==> src/rtl/mips_defs_pkg.sv <==
// Shared MIPS core definitions: load opcodes and the bubble instruction word.
// Reused by the controller, the hazard unit and the M/W pipeline register.
package mips_defs;

  localparam logic [5:0]  OP_LW  = 6'h23;
  localparam logic [5:0]  OP_LH  = 6'h21;
  localparam logic [5:0]  OP_LHU = 6'h25;
  localparam logic [5:0]  OP_LB  = 6'h20;
  localparam logic [5:0]  OP_LBU = 6'h24;

  // sll $0,$0,0
  localparam logic [31:0] NOP_IR = 32'h0000_0000;

endpackage

==> src/rtl/mw_pipe_reg_load_ext.sv <==
// Load-data lane selection and sign/zero extension, plus misalignment detection.
// Purely combinational; only the opcode field of the instruction is needed.
module load_ext
  import mips_defs::*;
(
  input  logic [5:0]  op,
  input  logic [1:0]  addr_lo,
  input  logic [31:0] DMRD,
  input  logic        validM,
  output logic [31:0] ext,
  output logic        mis
);

  logic [7:0]  byte_sel;
  logic [15:0] half_sel;

  always_comb begin
    case (addr_lo)
      2'd0:    byte_sel = DMRD[7:0];
      2'd1:    byte_sel = DMRD[15:8];
      2'd2:    byte_sel = DMRD[23:16];
      default: byte_sel = DMRD[31:24];
    endcase
    half_sel = addr_lo[1] ? DMRD[31:16] : DMRD[15:0];
  end

  // Misaligned loads still return data from the truncated address.
  always_comb begin
    ext = 32'h0;
    mis = 1'b0;
    case (op)
      OP_LW: begin
        ext = DMRD;
        mis = (addr_lo != 2'b00);
      end
      OP_LH: begin
        ext = {{16{half_sel[15]}}, half_sel};
        mis = addr_lo[0];
      end
      OP_LHU: begin
        ext = {16'h0, half_sel};
        mis = addr_lo[0];
      end
      OP_LB:   ext = {{24{byte_sel[7]}}, byte_sel};
      OP_LBU:  ext = {24'h0, byte_sel};
      default: ext = 32'h0;
    endcase
    if (!validM) mis = 1'b0;
  end

endmodule

==> src/rtl/mw_pipe_reg.sv <==
// M/W pipeline register: latches the M-stage instruction, PC+8, ALU result and
// extended load data for writeback, and counts instructions retired into W.
module mw_pipe_reg #(
  parameter logic [31:0] NOP_IR = mips_defs::NOP_IR,
  parameter int          CNT_W  = 32
) (
  input  logic             clk,
  input  logic             reset,
  input  logic             en,
  input  logic             clr,
  input  logic             validM,
  input  logic [31:0]      IRM,
  input  logic [31:0]      PC8M,
  input  logic [31:0]      AOM,
  input  logic [31:0]      DMRD,
  output logic [31:0]      IRW,
  output logic [31:0]      PC8W,
  output logic [31:0]      AOW,
  output logic [31:0]      DRW,
  output logic             validW,
  output logic             misalignW,
  output logic [CNT_W-1:0] instret
);

  logic [31:0]      ext;
  logic             mis;

  logic [31:0]      ir_q, ir_d;
  logic [31:0]      pc8_q, pc8_d;
  logic [31:0]      ao_q, ao_d;
  logic [31:0]      dr_q, dr_d;
  logic             valid_q, valid_d;
  logic             mis_q, mis_d;
  logic [CNT_W-1:0] cnt_q, cnt_d;

  load_ext u_load_ext (
    .op      (IRM[31:26]),
    .addr_lo (AOM[1:0]),
    .DMRD    (DMRD),
    .validM  (validM),
    .ext     (ext),
    .mis     (mis)
  );

  // A flush takes precedence over a stall so a bubble is always inserted.
  always_comb begin
    ir_d    = ir_q;
    pc8_d   = pc8_q;
    ao_d    = ao_q;
    dr_d    = dr_q;
    valid_d = valid_q;
    mis_d   = mis_q;
    cnt_d   = cnt_q;
    if (clr) begin
      ir_d    = NOP_IR;
      pc8_d   = 32'h0;
      ao_d    = 32'h0;
      dr_d    = 32'h0;
      valid_d = 1'b0;
      mis_d   = 1'b0;
    end else if (en) begin
      ir_d    = IRM;
      pc8_d   = PC8M;
      ao_d    = AOM;
      dr_d    = ext;
      valid_d = validM;
      mis_d   = mis;
      if (validM) cnt_d = cnt_q + CNT_W'(1);
    end
  end

  always_ff @(posedge clk) begin
    if (reset) begin
      ir_q    <= NOP_IR;
      pc8_q   <= 32'h0;
      ao_q    <= 32'h0;
      dr_q    <= 32'h0;
      valid_q <= 1'b0;
      mis_q   <= 1'b0;
      cnt_q   <= '0;
    end else begin
      ir_q    <= ir_d;
      pc8_q   <= pc8_d;
      ao_q    <= ao_d;
      dr_q    <= dr_d;
      valid_q <= valid_d;
      mis_q   <= mis_d;
      cnt_q   <= cnt_d;
    end
  end

  assign IRW       = ir_q;
  assign PC8W      = pc8_q;
  assign AOW       = ao_q;
  assign DRW       = dr_q;
  assign validW    = valid_q;
  assign misalignW = mis_q;
  assign instret   = cnt_q;

endmodule

==> config.mk <==
export PLATFORM = sky130hd
export DESIGN_NAME = mw_pipe_reg
export DESIGN_NICKNAME = d
export VERILOG_FILES = /design/src/rtl/mips_defs_pkg.sv /design/src/rtl/mw_pipe_reg_load_ext.sv /design/src/rtl/mw_pipe_reg.sv
export SDC_FILE = /design/constraint.sdc
export NUM_CORES = 1
export LEC_CHECK = 0
export CAP_MARGIN = 40
export CORE_MARGIN = 2
export CORE_UTILIZATION = 24
export CTS_CLUSTER_DIAMETER = 100
export DETAILED_ROUTE_END_ITERATION = 12
export HOLD_SLACK_MARGIN = 0.05
export PLACE_DENSITY = 0.54
export SYNTH_ARGS = -nofsm -noshare
export SYNTH_HDL_FRONTEND = slang
export SYNTH_SLANG_ARGS = --single-unit
==> constraint.sdc <==
create_clock -name clk -period 2.6 [get_ports clk]
set_input_delay 0.52 -clock clk [delete_from_list [all_inputs] [get_ports clk]]
set_output_delay 0.52 -clock clk [all_outputs]
set_load 0.02 [all_outputs]
==> results.py <==
metrics = {
    "yosys": {
        "synth_nets": 825,
        "synth_cells": 691,
        "synth_seq_area_share": 0.485,
        "synth_top_area_share": 0.485,
        "synth_area_leaders": "dfxtp_1 (49%), mux2i_1 (15%), nor2_1 (6.6%)",
        "synth.yosys.warnings": 0,
        "synth_area_leader_cell": "dfxtp_1",
        "avgSynthCellArea_um2": 9.67,
        "synthesis.area_um2": 6690,
        "ys_types": 49,
        "ys_ff_latch": 162,
    },
    "clock_network": {
        "cts_made_buffers": 17,
        "post_cts_buffers": 0,
        "cts-resized-gates": 0,
        "root_buffer": "clkbuf_16",
        "path_clk_slew_ns": 0.07,
        "clk_latency_ns": 0.42,
        "htreeDepth": 4,
        "cts_tree": "done",
        "cts_sinks": 162,
        "clockBufferDepth": 2,
        "cts_hold_buffers": 0,
    },
    "floorplanning": {
        "fp.dieH_um": 171,
        "row_count": 61,
        "die_area_um2": 29200,
        "core_um2": 27600,
        "dieWidth_um": 171,
        "initial_core_util": 0.242,
        "pin_count": 295,
    },
    "sta": {
        "setup_slack_ns": 0.349,
        "setup-tns-final_ns": 0,
        "max_freq_ghz": 0.444,
        "hold_viol": 0,
        "maxSlewViolCount": 0,
        "maxSlewHeadroom": 0.552,
        "fin_crit_sh": 0.866,
        "setup_viol": 0,
        "tightest_slew_ns": 0.672,
        "layout_min_cycle_time_ns": 2.25,
        "clock_skew_ns": 0.00952,
        "grt_setup_unrepaired": "false",
    },
    "min_path": {
        "worst_hold_path_type": "input pin to flip-flop",
        "min_from": "en",
    },
    "finish": {
        "seqCellArea_um2": 3240,
        "final_core_util": 0.388,
        "final_cell_count_no_fill": 1373,
        "syn_to_final_growth_pct": 60.4,
        "fillCellCount": 2805,
        "multi_input_area_um2": 3210,
        "layout-drive-gt1-share": 0.0784,
        "antennaDiodeCount": 0,
        "final_nets": 1117,
    },
    "grt": {
        "grt.overflow.total": 0,
        "antenna_found_initial": 0,
        "grt_pass1_vias": 6182,
        "grt_max_degree": 99,
        "grt_use_total": 0.156,
        "grt_pass1_wl_um": 35200,
    },
    "worst_setup_path": {
        "startpoint_type": "input pin",
        "endpoint_kind": "flip-flop",
        "crit_start": "validM",
        "crit_required_ns": 2.91,
        "crit_fanout": 10,
        "r2r_start": "instret[0]",
        "cp.arrival_ns": 2.56,
        "setup.worst_path.class": "input pin to flip-flop",
    },
    "outcome": {
        "outcome": "completed",
    },
    "routing": {
        "postRouteAntennaNets": 0,
        "first_pass_iters": 5,
        "via_per_inst": 4.54,
        "wl_per_cell_um": 16.8,
        "drt_wl_total_um": 23000,
        "drc": 0,
        "drtIter0Drc": 295,
        "via_count": 6239,
    },
    "placed_design": {
        "dp_hpwl_um": 16800,
        "dp_cells": 1342,
        "dp_slack_ns": -0.0568,
        "io_buffer_count": 294,
        "gp_congestion": 0.767,
    },
    "run": {
        "maxCapViolCount": 0,
    },
    "pwr": {
        "power_density_nw_per_um2": 539,
        "vdd_ir_drop_max_uv": 367,
        "total_leakage_power_nw": 4.03,
    },
}
==> per-layer routing <==
metal  vias to the layer above  wire length, um  GRT usage  part of all wire
li1                       3077                -          -                 -
met2                       246            10500      0.244              0.46
met1                      2907            10400      0.207              0.45
met4                         0              176     0.0350            0.0076
met5                         -                0          0                 0
met3                         9             1920     0.0537             0.083
==> worst paths after layout <==
path / cells past startpoint / to / slack (ns)
worst min-delay path: 3 / IRW[28] / 0.38
worst max register to register: 6 / instret[24] / 0.43
worst max-delay path: 5 / instret[31] / 0.35
worst min register to register: 2 / validW / 0.47
==> final cells by class <==
| class | instances | share of cell area |
|---|---|---|
| Clock buffer | 18 | 0.0410 |
| Sequential cell | 162 | 0.302 |
| Tap cell | 378 | 0.0441 |
| Multi-Input combinational cell | 470 | 0.299 |
| Clock inverter | 13 | 0.0111 |
| Inverter | 7 | 0.00245 |
| Timing Repair Buffer | 325 | 0.300 |
==> metrics by stage <==
| step | total power (W) | cell area [um2] | hold WS (ns) |
|---|---|---|---|
| after floorplan | 0.00293 | 6690 | 0.540 |
| after global placement | 0.00336 | 10200 | 0.455 |
| after detailed placement | 0.00336 | 10200 | 0.462 |
| after CTS | 0.00589 | 10700 | 0.360 |
| after global routing | 0.00602 | 10700 | 0.380 |
| final | 0.00578 | 10700 | 0.383 |
==> cell families after synthesis <==
| family | count (synthesis) | synth area share |
|---|---|---|
| AOI/OAI and AO/OA | 120 | 0.123 |
| xor gates and xnor gates | 10 | 0.0131 |
| adders and majority gates | 1 | 0.00187 |
| buffers and inverters | 59 | 0.0354 |
| DFF | 162 | 0.485 |
| muxes | 106 | 0.168 |
| and+or+nand+nor | 233 | 0.173 |
==> cell usage in the layout (no fill, tap or decap), types with 4 or more instances in the layout <==
cell type,count
a21oi_1,25
a221o_1,11
a221oi_1,4
a22o_1,23
a31oi_1,4
and4_1,4
buf_4,28
clkbuf_16,17
clkdlybuf4s50_1,293
dfxtp_1,162
inv_1,7
inv_6,5
inv_8,4
mux2i_1,99
mux4_2,5
nand2_1,22
nand3_1,26
nand4_1,8
nor2_1,118
nor2b_1,7
nor3_1,4
nor4_1,5
o21ai_0,32
o31ai_1,11
or3_1,8
or4_1,13
xnor2_1,6
xor2_1,4
==> report_power, final <==
| group | switching (W) | internal [W] | total [W] | leakage [nW] |
|---|---|---|---|---|
| Sequential | 0.0000308 | 0.00253 | 0.00256 | 1.31 |
| Clock | 0.00119 | 0.00129 | 0.00248 | 0.276 |
| Combinational | 0.000329 | 0.000402 | 0.000731 | 2.44 |
| Total | 0.00155 | 0.00422 | 0.00578 | 4.03 |
==> cells in the mapped netlist (all sizes together) <==
cell type / number
and3b: 3
nor2: 118
nand4: 8
a221o: 11
nand3b: 2
clkbuf: 34
inv: 7
nand3: 26
or3: 8
and3: 3
nand2: 22
a222oi: 1
o221a: 1
nand4b: 1
a21o: 1
a221oi: 4
nor4: 5
and4: 4
ha: 1
mux2i: 99
o211a: 1
xnor2: 6
a21oi: 25
or2: 1
or4: 13
mux2: 2
o22ai: 1
mux4: 5
a31oi: 4
and4bb: 1
a31o: 1
dfxtp: 162
and2: 1
nor4b: 1
a22o: 23
nor2b: 7
o31ai: 11
or4b: 1
o21bai: 3
buf: 18
nand2b: 3
a2bb2oi: 1
xor2: 4
o21ai: 32
nor3: 5
==> flip-flops by register name, indices dropped and copies added (netlist names) <==
register,cells
misalignW,1
IRW,32
AOW,32
PC8W,32
validW,1
DRW,32
instret,32
==> worst max-delay path, stage by stage <==
cell             delay [ns]
clkdlybuf4s50_1        0.56
nand3b_1               0.21
or3_1                  0.56
nor4_1                 0.35
mux2_2                 0.37
(Power assumes the default switching activity.)
